### src/rtl/ram_block_mover.sv
// Single-port RAM initiator: serves READ/WRITE requests plus block FILL and COPY.
// The RAM sees at most one access per cycle, and every mem_* output comes straight from a register.
module ram_block_mover #(
  parameter int ADDR_W = 8,
  parameter int DATA_W = 8
) (
  input  logic              clk,
  input  logic              rst_n,
  input  logic              cmd_valid,
  output logic              cmd_ready,
  input  logic [1:0]        cmd_op,
  input  logic [ADDR_W-1:0] cmd_addr,
  input  logic [ADDR_W-1:0] cmd_src,
  input  logic [ADDR_W-1:0] cmd_len,
  input  logic [DATA_W-1:0] cmd_data,
  output logic              rsp_valid,
  output logic [DATA_W-1:0] rsp_data,
  output logic              done,
  output logic              busy,
  output logic [ADDR_W-1:0] mem_addr,
  output logic [DATA_W-1:0] mem_wdata,
  input  logic [DATA_W-1:0] mem_rdata,
  output logic              mem_we
);

  localparam logic [1:0] OP_READ  = 2'b00;
  localparam logic [1:0] OP_WRITE = 2'b01;
  localparam logic [1:0] OP_FILL  = 2'b10;
  localparam logic [1:0] OP_COPY  = 2'b11;

  typedef enum logic [2:0] {
    S_IDLE,
    S_RD,
    S_WR,
    S_FILL,
    S_CP_RD,
    S_CP_WR
  } state_t;

  state_t              r_state, w_state_next;
  logic [ADDR_W-1:0]   r_src, w_src_next;
  logic [ADDR_W-1:0]   r_dst, w_dst_next;
  logic [ADDR_W-1:0]   r_cnt, w_cnt_next;
  logic [ADDR_W-1:0]   r_mem_addr, w_mem_addr_next;
  logic [DATA_W-1:0]   r_mem_wdata, w_mem_wdata_next;
  logic                r_mem_we, w_mem_we_next;
  logic                r_rsp_valid, w_rsp_valid_next;
  logic [DATA_W-1:0]   r_rsp_data, w_rsp_data_next;
  logic                r_done, w_done_next;

  // r_cnt holds the number of bytes still to move after the current one.
  always_comb begin
    w_state_next     = r_state;
    w_src_next       = r_src;
    w_dst_next       = r_dst;
    w_cnt_next       = r_cnt;
    w_mem_addr_next  = r_mem_addr;
    w_mem_wdata_next = r_mem_wdata;
    w_mem_we_next    = 1'b0;
    w_rsp_valid_next = 1'b0;
    w_rsp_data_next  = r_rsp_data;
    w_done_next      = 1'b0;

    case (r_state)
      S_IDLE: begin
        if (cmd_valid) begin
          case (cmd_op)
            OP_READ: begin
              w_state_next    = S_RD;
              w_mem_addr_next = cmd_addr;
            end
            OP_WRITE: begin
              w_state_next     = S_WR;
              w_mem_addr_next  = cmd_addr;
              w_mem_wdata_next = cmd_data;
              w_mem_we_next    = 1'b1;
            end
            OP_FILL: begin
              if (cmd_len == '0) begin
                w_done_next = 1'b1;
              end else begin
                w_state_next     = S_FILL;
                w_mem_addr_next  = cmd_addr;
                w_mem_wdata_next = cmd_data;
                w_mem_we_next    = 1'b1;
                w_cnt_next       = cmd_len - 1'b1;
              end
            end
            OP_COPY: begin
              if (cmd_len == '0) begin
                w_done_next = 1'b1;
              end else begin
                w_state_next    = S_CP_RD;
                w_mem_addr_next = cmd_src;
                w_src_next      = cmd_src;
                w_dst_next      = cmd_addr;
                w_cnt_next      = cmd_len - 1'b1;
              end
            end
            default: w_state_next = S_IDLE;
          endcase
        end
      end
      S_RD: begin
        w_state_next     = S_IDLE;
        w_rsp_data_next  = mem_rdata;
        w_rsp_valid_next = 1'b1;
        w_done_next      = 1'b1;
      end
      S_WR: begin
        w_state_next = S_IDLE;
        w_done_next  = 1'b1;
      end
      S_FILL: begin
        if (r_cnt == '0) begin
          w_state_next = S_IDLE;
          w_done_next  = 1'b1;
        end else begin
          w_mem_addr_next = r_mem_addr + 1'b1;
          w_mem_we_next   = 1'b1;
          w_cnt_next      = r_cnt - 1'b1;
        end
      end
      S_CP_RD: begin
        // The write-data register doubles as the copy hold register.
        w_state_next     = S_CP_WR;
        w_mem_wdata_next = mem_rdata;
        w_mem_addr_next  = r_dst;
        w_mem_we_next    = 1'b1;
      end
      S_CP_WR: begin
        if (r_cnt == '0) begin
          w_state_next = S_IDLE;
          w_done_next  = 1'b1;
        end else begin
          w_state_next    = S_CP_RD;
          w_src_next      = r_src + 1'b1;
          w_dst_next      = r_dst + 1'b1;
          w_mem_addr_next = r_src + 1'b1;
          w_cnt_next      = r_cnt - 1'b1;
        end
      end
      default: w_state_next = S_IDLE;
    endcase
  end

  always_ff @(posedge clk or negedge rst_n) begin
    if (!rst_n) begin
      r_state     <= S_IDLE;
      r_src       <= '0;
      r_dst       <= '0;
      r_cnt       <= '0;
      r_mem_addr  <= '0;
      r_mem_wdata <= '0;
      r_mem_we    <= 1'b0;
      r_rsp_valid <= 1'b0;
      r_rsp_data  <= '0;
      r_done      <= 1'b0;
    end else begin
      r_state     <= w_state_next;
      r_src       <= w_src_next;
      r_dst       <= w_dst_next;
      r_cnt       <= w_cnt_next;
      r_mem_addr  <= w_mem_addr_next;
      r_mem_wdata <= w_mem_wdata_next;
      r_mem_we    <= w_mem_we_next;
      r_rsp_valid <= w_rsp_valid_next;
      r_rsp_data  <= w_rsp_data_next;
      r_done      <= w_done_next;
    end
  end

  assign cmd_ready = (r_state == S_IDLE);
  assign busy      = (r_state != S_IDLE);
  assign rsp_valid = r_rsp_valid;
  assign rsp_data  = r_rsp_data;
  assign done      = r_done;
  assign mem_addr  = r_mem_addr;
  assign mem_wdata = r_mem_wdata;
  assign mem_we    = r_mem_we;

endmodule

### config.mk
export PLATFORM = sky130hd
export DESIGN_NAME = ram_block_mover
export DESIGN_NICKNAME = d
export VERILOG_FILES = /design/src/rtl/ram_block_mover.sv
export SDC_FILE = /design/constraint.sdc
export NUM_CORES = 1
export LEC_CHECK = 0
export CAP_MARGIN = 20
export CORE_ASPECT_RATIO = 1.4
export CORE_MARGIN = 2
export CORE_UTILIZATION = 37
export CTS_CLUSTER_DIAMETER = 80
export DETAILED_ROUTE_END_ITERATION = 8
export GPL_TIMING_DRIVEN = 0
export SYNTH_ARGS = -nofsm -noshare
export SYNTH_HDL_FRONTEND = slang
export SYNTH_SLANG_ARGS = --single-unit
### constraint.sdc
create_clock -name clk -period 4.6 [get_ports clk]
set_clock_uncertainty 0.2 [all_clocks]
set_input_delay 0.69 -clock clk [delete_from_list [all_inputs] [get_ports clk]]
set_output_delay 0.69 -clock clk [all_outputs]
set_load 0.005 [all_outputs]
# Word level (Yosys, flattened, before mapping)
# Index checks and enable logic that the tools add are counted.
[word_totals] register_bits=54 latchBits=0 ramBits=0 mem_bits_ro=0 in_bits=45 word_cells=93 n_memories=0
[classes] addsub=5 mul=0 n_div=0 magnitude_cmp=0 n_eq_ne=19 shift=0 n_mux=41 bitwise=0 n_reduce_logical=18
[op_table] operator="$mux W8" count=16
[op_table] operator="$pmux W8 S2" count=5
[op_table] operator="$pmux W8 S4" count=1
[op_table] operator="$add A8 B1 Y8 const B" count=3
[op_table] operator="$pmux W3 S4" count=2
[op_table] operator="$pmux W8 S3" count=1
[op_table] operator="$logic_not A8 Y1" count=2
[op_table] operator="$sub A8 B1 Y8 const B" count=2
[op_table] operator="$mux W3" count=5
[op_table] operator="$ne A2 B2 Y1 const B" count=7
[op_table] operator="$reduce_and A5 Y1" count=2
[op_table] operator="$mux W1" count=8
[op_table] operator="$reduce_and A4 Y1" count=2
[op_table] operator="$reduce_or A2 Y1" count=4
[op_table] operator="$eq A3 B2 Y1 const B" count=2
[op_table] operator="$eq A3 B3 Y1 const B" count=2
[op_table] operator="$ne A3 B3 Y1 const B" count=2
[op_table] operator="$pmux W1 S3" count=2
[op_table] operator="$reduce_and A6 Y1" count=1
[op_table] operator="$reduce_bool A2 Y1" count=3
[op_table] operator="$eq A2 B2 Y1 const B" count=2
[op_table] operator="$reduce_bool A4 Y1" count=1
[op_table] operator="$eq A3 B1 Y1 const B" count=1
[op_table] operator="$logic_not A3 Y1" count=1
[op_table] operator="other kinds (6)" count=6

# Depth between registers and ports, before layout
[depth] word_depth=5 depth_mapped=10 mapped_depth_nobuf=8

# Worst setup path after synthesis
# Ideal clock, no wire load.
[synth_path] path_kind="register to register" from="register r_state[1]" to="register r_cnt[6]" setup_ns=0.121 arrival_ns=2.335 t_required_ns=4.279 path_slack_ns=1.944 path_stages_with_launch=11 synth_period_minus_slack_ns=2.656 path_cell_list="dfrtp_1 > buf_6 > xor2_1 > nand2_1 > clkbuf_1 > mux2i_1 > ha_1 > nor3b_1 > nor3b_1 > o21ai_0 > a22o_1"
[synth_via] elab_chain_cells=4 word_cells_on_any_way=11 cone_classes="eq/ne: 6; mux: 1; reduce/logical: 4"
[synth_rtl] element="start: declaration" line_no="40" rtl="state_t r_state, w_state_next;"
[synth_rtl] element="start signal: assignment" line_no="160" rtl="r_state <= w_state_next;"
[synth_rtl] element="$eq A3 B3 Y1 or $eq A3 B2 Y1 (tied branches)" line_no="64" rtl="case (r_state)"
[synth_rtl] element="$reduce_or A2 Y1 (no source line)"
[synth_rtl] element="$ne A2 B2 Y1 (no source line) or $reduce_bool A2 Y1 (tied branches)"
[synth_rtl] element="$reduce_and A5 Y1 (no source line)"
[synth_rtl] element="end signal: assignment" line_no="163" rtl="r_cnt <= w_cnt_next;"
[synth_rtl] element="end: declaration" line_no="43" rtl="logic [ADDR_W-1:0] r_cnt, w_cnt_next;"
# Parallel ways exist; a longest one is shown, timed or not.
# A chain may end at the register's enable or synchronous reset.

# Worst setup path after layout
# Same ends and word-level chain as after synthesis.

==> reports/qor.csv <==
metric,value,unit
largest family of logic cells by synthesized area,compound AO/OA/AOI/OAI gates,
vias in the first global route,3226,
Yosys top cell area share,0.386,
Final Setup Violations,0,
"delay-heaviest family, CP",simple AND/OR/NAND/NOR gates,
post-CTS setup buffers,0,
YS warnings,0,
kind of end point of the critical path,flip-flop,
Sw Pwr,1300,uW
Yosys reg bits,54,
Post-Synth Adder-Cell Area,0.0322,
largest net degree at the start of global routing,39,
clock sink count,54,
largest cells by area after synthesis,"dfrtp_1 39%, o21ai_0 4.7%, mux2i_1 4.3%",
Die Width,86.2,um
Final Max Slew Viols,0,
gpl congestion,0.856,
status,finished clean,
clk slew on worst S/H paths,0.07,ns
Initial Util,0.374,
"Distinct cells, synth",59,
drt first pass iters,4,
Power Density,683,nW/um^2
H-tree lvl count,2,
worst reg2reg path depth,10,
die extent in y,119,um
post-route setup TNS,0,ns
hpwl dp,7510,um
critical-path cell list,buf_6 -> xor2_1 -> nand2_1 -> clkbuf_1 -> mux2i_1 -> ha_1 -> nor3b_1 -> nor3b_1 -> o21ai_0 -> a22o_1,
port bufs,73,
Synthesized Nets,434,
slowest CP cell,dfrtp_1,
Worst path depth,10,
final WL,9970,um
# hold bufs at CTS,0,
"Cell Area, Synth",3500,um^2
worst hold path class,in2async,
critical path startpoint category,flip-flop,
Worst Path Max Fanout,10,
Design Power,3110,uW
Die ar.,10300,um^2
Max Cap Viol,0,
# DRC,0,
Non-Filler Instances,572,
worst path arrival time,3.07,ns
Syn Area/Cell,9.21,um^2
Placed Area,4380,um^2
Rows,42,
Post-Layout Inst Area,4550,um^2
Worst EP required,4.59,ns
Clk pwr share,0.142,
Total GRT Usage,0.194,
Slew headroom,0.462,
first-pass GRT wire length,15800,um
number of I/O pins,74,
Buffers & Inverters on Critical Path,2,
Post-synth EDFFs,0,
most frequent cells in the layout,"72 x clkdlybuf4s50_1, 54 x dfrtp_1, 34 x nor2_1",
PostCTS Resize Cnt,0,
TritonCTS Buffers,5,
Setup CP Type,reg2reg,
most frequent CP cell,nor3b_1,
Internal Power,1820,uW
Worst-Margin Slew,0.802,ns
sequential power share,0.315,
"area leader, netlist",dfrtp_1,
CTS tree,built,
ys async rst share,1.00,
dpl cells,564,
vias per inst,5.68,
antenna violations before repair,0,
"slowest stage delay, CP",0.42,ns
Min Hold Slack,0.117,ns
post-synthesis compound-gate area fraction,0.232,
P_leak,0.00183,uW
CTS root buf,clkbuf_16,
Clock Latency Late Sink,0.30,ns
maximum vdd drop,288,uV
fin crit period,3.08,ns
DRT iter0 DRCs,150,
share of cells above drive strength 1,0.110,
clk buf depth,2,
Synth Area in XOR/XNOR,0.0300,
Post-Synth Simple-Gate Area,0.188,
WL/cell,17.4,um
number of diodes,0,
"commonest non-fill, non-tap cell in the layout",clkdlybuf4s50_1,
synthesis-to-layout area growth,30.1,%
maximum clock frequency,0.325,GHz
switch share,0.417,
post-synthesis mux area share,0.0890,
share of the yosys chip area belonging to registers,0.386,
Syn Inst Count,380,
Core ar.,9350,um^2
Overflow after GRT,0,
Final nets,515,
final-layout fill cell count,899,
Routed Antenna Nets,0,
main flop type after synthesis,dfrtp_1,
"Hold Vio Cnt, Final",0,
final period utilization,0.669,
RSZ-0062 raised after global routing,false,
Gate power share,0.542,
via count,3247,
[worst paths after layout]
kind                            slack (ns)        start            to
worst max-delay path                  1.52   r_state[1]      r_cnt[6]
worst min-delay path                  0.12        rst_n      r_dst[5]
worst max register to register        1.52   r_state[1]      r_cnt[6]
worst min register to register        0.31  rsp_data[1]   rsp_data[1]
max in group asynchronous             3.53        rst_n  mem_wdata[3]
min in group clk                      0.31  rsp_data[1]   rsp_data[1]
[logic make-up (layout without fill, tap and decap cells)]
group / after synthesis / count (layout)
mux: 29 / 29
simple gates: 124 / 124
xor+xnor: 12 / 12
compound gates: 123 / 123
flops: 54 / 54
buf+inv: 29 / 111
fa+ha+maj: 9 / 9
[registers in the layout, summed over array words and instances (netlist names)]
register and count:
mem_wdata 8, rsp_valid 1, r_cnt 8, r_state 3, mem_addr 8, done 1
mem_we 1, r_dst 8, r_src 8, rsp_data 8
[metal layers]
layer / GRT usage / part of all wire / wire length (um)
met5: 0 / 0 / 0
met1: 0.229 / 0.41 / 4100
met2: 0.353 / 0.52 / 5230
met3: 0.0243 / 0.035 / 348
met4: 0.0742 / 0.029 / 292
[final cells by class]
cell class / count / area, um^2 / share of cell area
Tap cell: 110 / 138 / 0.0302
Buffer: 21 / 121 / 0.0266
Timing Repair Buffer: 74 / 746 / 0.164
Inverter: 8 / 30.0 / 0.00659
Sequential cell: 54 / 1350 / 0.297
Clock inverter: 3 / 45.0 / 0.00989
Multi-Input combinational cell: 297 / 2000 / 0.439
Clock buffer: 5 / 125 / 0.0275
[worst register-to-register path, stage by stage, from the launching register on]
cell and delay (ns):
dfrtp_1 0.42, buf_6 0.16, xor2_1 0.17, nand2_1 0.11, clkbuf_1 0.39, mux2i_1 0.25
ha_1 0.30, nor3b_1 0.42, nor3b_1 0.23, o21ai_0 0.10, a22o_1 0.24
[synth_stat cells (all sizes together), types with 2 or more instances]
| library cell | n |
|---|---|
| a211o | 2 |
| ha | 9 |
| a22oi | 4 |
| a211oi | 4 |
| nor2b | 3 |
| mux2i | 15 |
| o22a | 7 |
| o2111a | 2 |
| nand2b | 2 |
| nor3b | 3 |
| inv | 7 |
| a31oi | 10 |
| a22o | 4 |
| o21ai | 33 |
| xnor2 | 6 |
| a21oi | 27 |
| and2 | 2 |
| nand3b | 4 |
| nor2 | 34 |
| buf | 13 |
| nor4 | 5 |
| clkbuf | 8 |
| dfrtp | 54 |
| mux2 | 14 |
| xor2 | 6 |
| and3 | 11 |
| nand2 | 25 |
| a21o | 2 |
| nand3 | 14 |
| o31ai | 4 |
| o22ai | 14 |
| nor3 | 17 |
[metrics by stage]
step,setup WS (ns),utilization
after floorplan,1.94,-
after global placement,0.809,0.467
after detailed placement,1.49,0.469
after CTS,1.53,0.487
after global routing,1.22,0.487
final,1.52,0.487
[power by group through the flow]
stage	Combinational, uW	Clock, uW	Sequential (uW)
global placement	1670	0	979
floorplan	1090	0	932
CTS	1710	450	980
detailed placement	1700	0	987
global route	1870	463	1010
finish	1690	442	982
(Power assumes the default switching activity.)
==> patch 1: new RTL, config.mk and constraints unchanged <==
Take the reset off `r_src`, `r_mem_addr`, `r_mem_wdata` and `r_rsp_data` and load them in a clocked block of their own.
--- a/src/rtl/ram_block_mover.sv
+++ b/src/rtl/ram_block_mover.sv
@@ -147,27 +147,26 @@
   always_ff @(posedge clk or negedge rst_n) begin
     if (!rst_n) begin
       r_state     <= S_IDLE;
-      r_src       <= '0;
       r_dst       <= '0;
       r_cnt       <= '0;
-      r_mem_addr  <= '0;
-      r_mem_wdata <= '0;
       r_mem_we    <= 1'b0;
       r_rsp_valid <= 1'b0;
-      r_rsp_data  <= '0;
       r_done      <= 1'b0;
     end else begin
       r_state     <= w_state_next;
-      r_src       <= w_src_next;
       r_dst       <= w_dst_next;
       r_cnt       <= w_cnt_next;
-      r_mem_addr  <= w_mem_addr_next;
-      r_mem_wdata <= w_mem_wdata_next;
       r_mem_we    <= w_mem_we_next;
       r_rsp_valid <= w_rsp_valid_next;
-      r_rsp_data  <= w_rsp_data_next;
       r_done      <= w_done_next;
     end
+  end
+
+  always_ff @(posedge clk) begin
+    r_src       <= w_src_next;
+    r_mem_addr  <= w_mem_addr_next;
+    r_mem_wdata <= w_mem_wdata_next;
+    r_rsp_data  <= w_rsp_data_next;
   end
 
   assign cmd_ready = (r_state == S_IDLE);
Function: changed (a bounded check fails within 4 cycles, from zero or initial values and one cycle with rst_n low).
==> patch 1 against the unedited design <==
  * Final area fell by 5.6%
  * Total power fell by 10%
  * Non-clock buffer count fell by 5
  * Synthesized area fell by 7.6%
  * Largest power group unchanged
  * Core utilization rose by 1.5 points
  * Sequential cell count did not move
  * Critical path type unchanged
  * Wire length fell by 15%
  * Fmax fell by 6.9%
  * Worst setup slack got worse by 0.23 ns
==> patch 1: results <==
metrics = {
    "timing": {
        "slew_headroom_pct": 44.3,
        "slew_viol_final": 0,
    },
    "routing": {
        "dr.pass1.iters": 4,
        "drt-total-wl_um": 8440,
        "viasPerCell": 5.50,
        "drt_iter0_drc": 130,
    },
    "place": {
        "pre_cts_ws_ns": 1.25,
        "dp_hpwl_um": 6590,
        "routabilityCongestion": 0.870,
        "portBuffers": 73,
    },
    "logic_synthesis": {
        "synthTopCellsByArea": "edfxtp_1 (30%), dfrtp_1 (17%), nand2_1 (3.6%), ha_1 (3.5%), mux2i_1 (3.1%)",
        "async_flop_share_pct": 40.7,
        "synth_cell_types": 60,
        "yosys_register_bits": 54,
        "synth_edf_count": 32,
        "yosys-top-cells-count": "edfxtp_1 (32), nand2_1 (31), nor2_1 (24)",
        "synth_seq_area_share_pct": 46.7,
        "synth.net_count": 377,
    },
    "clock_tree": {
        "cts_resized": 0,
        "insertion_delay_ns": 0.29,
        "postCtsHoldBufs": 0,
        "postCtsSetupBuffers": 0,
        "cts_max_level": 2,
        "clockBufferDepth": 2,
        "numCtsBuffers": 5,
        "cts.clk_slew.worst_paths_ns": 0.07,
    },
    "layout": {
        "drive_above_1_share_pct": 8.62,
        "buffers_excl_clock": 90,
        "inv_count": 10,
        "fillers": 790,
        "diodes": 0,
        "clk_share_pct": 3.96,
        "nNetsFinal": 459,
        "multi_input_area_share_pct": 37.6,
        "buffer_area_share_pct": 19.3,
        "seq_share_pct": 35.2,
        "multi_input_gates": 244,
    },
    "setup_path": {
        "reg2reg_depth": 10,
        "slowest_stage": "clkbuf_1",
        "critical_path_peak_fanout": 10,
        "crit_start": "r_state[0]",
        "rrSetupSlack_ns": 1.29,
        "max_stage_delay_ns": 0.47,
        "worstPathArrival_ns": 3.28,
        "crit_family": "simple AND/OR/NAND/NOR gates",
    },
    "global_routing": {
        "grt_pass1_wl_um": 13400,
        "grtUsageTotal_pct": 17.8,
        "first_global_vias": 2672,
        "grt_antenna_before_repair": 0,
        "grt_max_degree": 23,
    },
    "min_path": {
        "min_path_type": "reg2reg",
    },
    "run_status": {
        "status": "finished clean",
    },
    "power_and_ir_drop": {
        "ir_drop_mv": 0.246,
        "power_switching_mw": 1.09,
        "leakage_nw": 1.61,
    },
}
==> patch 1: changes by cell type in the layout (fill, tap and decap cells not counted), moves of 7 or more <==
cell      change
and3_1        -7
nand2_1       +7
edfxtp_1     +32
nor2_1       -10
o22a_1        -7
o22ai_1      -11
dfrtp_1      -32
a31oi_1       -8
o21ai_0      -13
a21oi_1       -8
==> patch 1: power groups by stage <==
| stage | Combinational, mW | Sequential [mW] | Clock [mW] |
|---|---|---|---|
| 2_1_floorplan | 0.845 | 0.967 | 0 |
| 3_3_place_gp | 1.35 | 0.991 | 0 |
| 3_5_place_dp | 1.36 | 0.999 | 0 |
| 4_1_cts | 1.38 | 0.989 | 0.440 |
| 5_1_grt | 1.51 | 1.02 | 0.458 |
| 6_report | 1.37 | 0.988 | 0.429 |
==> patch 1: metrics by stage <==
stage | utilization (%) | instances | area, um2 | hold WS [ns]
after detailed placement | 47.9 | 502 | 4100 | 0.348
after global placement | 47.9 | 501 | 4100 | 0.328
after floorplan | - | 323 | 3230 | 0.194
after global routing | 50.2 | 511 | 4300 | 0.387
after CTS | 49.9 | 510 | 4270 | 0.368
final | 50.2 | 511 | 4300 | 0.368
==> patch 1: metal layers <==
metal | global-route usage, % | share of wire (%) | wire length, um
met5 | 0 | 0 | 0
met4 | 8.96 | 3.9 | 331
met3 | 2.60 | 3.5 | 299
met2 | 32.8 | 51 | 4340
met1 | 20.0 | 41 | 3470
==> patch 1: logic make-up after synthesis <==
logic type / synth area share [%]
fa+ha+maj: 3.48
mux: 6.23
flops: 46.7
compound gates: 18.5
simple gates: 18.0
buf+inv: 3.25
xor+xnor: 3.79
==> patch 2: new RTL, config.mk and constraints unchanged <==
Made on the original files. Change the parameter `ADDR_W` from 8 to 9.
--- a/src/rtl/ram_block_mover.sv
+++ b/src/rtl/ram_block_mover.sv
@@ -1,7 +1,7 @@
 // Single-port RAM initiator: serves READ/WRITE requests plus block FILL and COPY.
 // The RAM sees at most one access per cycle, and every mem_* output comes straight from a register.
 module ram_block_mover #(
-  parameter int ADDR_W = 8,
+  parameter int ADDR_W = 9,
   parameter int DATA_W = 8
 ) (
   input  logic              clk,
Interface: changed (resized cmd_addr, cmd_len, cmd_src and mem_addr); port bits go from 74 to 78. The function was not compared with the original's and may differ.
==> patch 2 against the unedited design <==
  * Final area increased by 14%
  * Highest routed layer unchanged
  * Critical path type unchanged
  * Combinational power up 12%
  * Largest cell class unchanged
  * Largest power group unchanged
  * Wire length up 29%
  * Total power up 14%
  * Core utilization grew 1.1 points
  * Sequential cell count rose by 4
  * Worst setup slack lost 0.70 ns
  * Synthesized area grew 13%
==> patch 2: results <==
metrics = {
    "logic_synthesis": {
        "yosysTopAreaCellShare_pct": 36.7,
        "synth_compound_area_share_pct": 26.7,
        "synthTopCellsByArea": "dfrtp_1 (37%), o21ai_0 (5.8%), mux2i_1 (5.1%), a21oi_1 (4.4%), mux2_2 (4.0%)",
        "synth-xor-area-share_pct": 2.21,
        "synth_cell_types": 66,
        "synth_seq_area_share_pct": 36.7,
        "synthMuxAreaShare_pct": 9.04,
        "synth_adder_area_share_pct": 2.84,
        "syn_avg_cell_area_um2": 8.86,
        "synth.net_count": 504,
        "yosys-top-cells-count": "dfrtp_1 (58), o21ai_0 (46), a21oi_1 (35)",
    },
    "power_and_ir_drop": {
        "ir_drop_mv": 0.239,
        "leakage_nw": 2.09,
        "power_switching_mw": 1.52,
    },
    "setup_path": {
        "crit_start": "r_state[2]",
        "worstPathArrival_ns": 3.83,
        "rrSetupSlack_ns": 0.82,
        "crit_family": "simple AND/OR/NAND/NOR gates",
        "setup.worst_path.end": "r_cnt[8]",
        "reg2reg_depth": 12,
        "slowest_stage": "o21ai_1",
        "max_stage_delay_ns": 0.55,
    },
    "clock_tree": {
        "cts_max_level": 3,
        "numCtsBuffers": 9,
        "insertion_delay_ns": 0.34,
        "cts.clk_slew.worst_paths_ns": 0.05,
    },
    "global_routing": {
        "grt_max_degree": 31,
        "grt_pass1_wl_um": 20800,
        "first_global_vias": 4019,
        "grtUsageTotal_pct": 22.9,
    },
    "layout": {
        "final_cells": 677,
        "nNetsFinal": 591,
        "drive_above_1_share_pct": 10.2,
        "fillers": 1011,
    },
    "place": {
        "routabilityCongestion": 0.875,
        "portBuffers": 75,
        "dp_hpwl_um": 9690,
        "pre_cts_ws_ns": 0.890,
        "dpl.cell_count": 661,
        "dpl_cell_area_um2": 4900,
    },
    "timing": {
        "tightest_slew_ns": 0.759,
        "period_share_pct": 82.2,
        "holdWs_ns": 0.191,
    },
    "routing": {
        "dr.pass1.iters": 4,
        "post_drt_wl_per_cell_um": 19.0,
        "drt_iter0_drc": 215,
        "viasPerCell": 5.79,
    },
    "run_status": {
        "status": "finished clean",
    },
}
[patch 2: cell types whose count changed after synthesis, sizes merged, moves of 6 or more]
cell | before | now
nor3 | 17 | 6
and3 | 11 | 4
or3 | 0 | 6
a31oi | 10 | 4
inv | 7 | 13
a21oi | 27 | 36
clkbuf | 8 | 18
o22a | 7 | 1
o21ai | 33 | 49
[patch 2: worst min-delay path by stage]
stage	cells after the start	endpoint	start
2_1_floorplan	0	done	rst_n
3_3_place_gp	2	mem_wdata[6]	mem_wdata[6]
3_5_place_dp	2	mem_wdata[5]	mem_wdata[5]
4_1_cts	1	r_src[5]	rst_n
5_1_grt	1	r_src[6]	rst_n
6_report	1	r_src[6]	rst_n
[patch 2: area by class of cell]
type	count	area (um2)	share of cell area, %
clock buffer	10	239	4.61
timing repair buffer	76	766	14.8
multi-input combinational	345	2310	44.5
clock inverter	6	42.5	0.821
tap	138	173	3.33
sequential	58	1450	28.0
inverter	13	48.8	0.942
buffer	31	153	2.95
[patch 2: kinds of logic after synthesis]
group,count (synthesis)
AOI/OAI and AO/OA,158
and+or+nand+nor,134
xor gates and xnor gates,10
adders and majority gates,9
DFF,58
muxes,34
buffers and inverters,44
[patch 2: power by group through the flow]
stage	combinational [mW]	clock (mW)	sequential, mW
floorplan	1.21	0	0.966
global placement	1.85	0	1.02
detailed placement	1.89	0	1.02
CTS	1.90	0.646	1.02
global route	2.09	0.665	1.06
finish	1.90	0.632	1.02
[patch 2: metal layers]
metal | share of wire [%] | GRT usage, %
met1 | 40 | 26.4
met2 | 51 | 39.8
met3 | 4.6 | 4.57
met4 | 4.4 | 12.2
met5 | 0 | 0
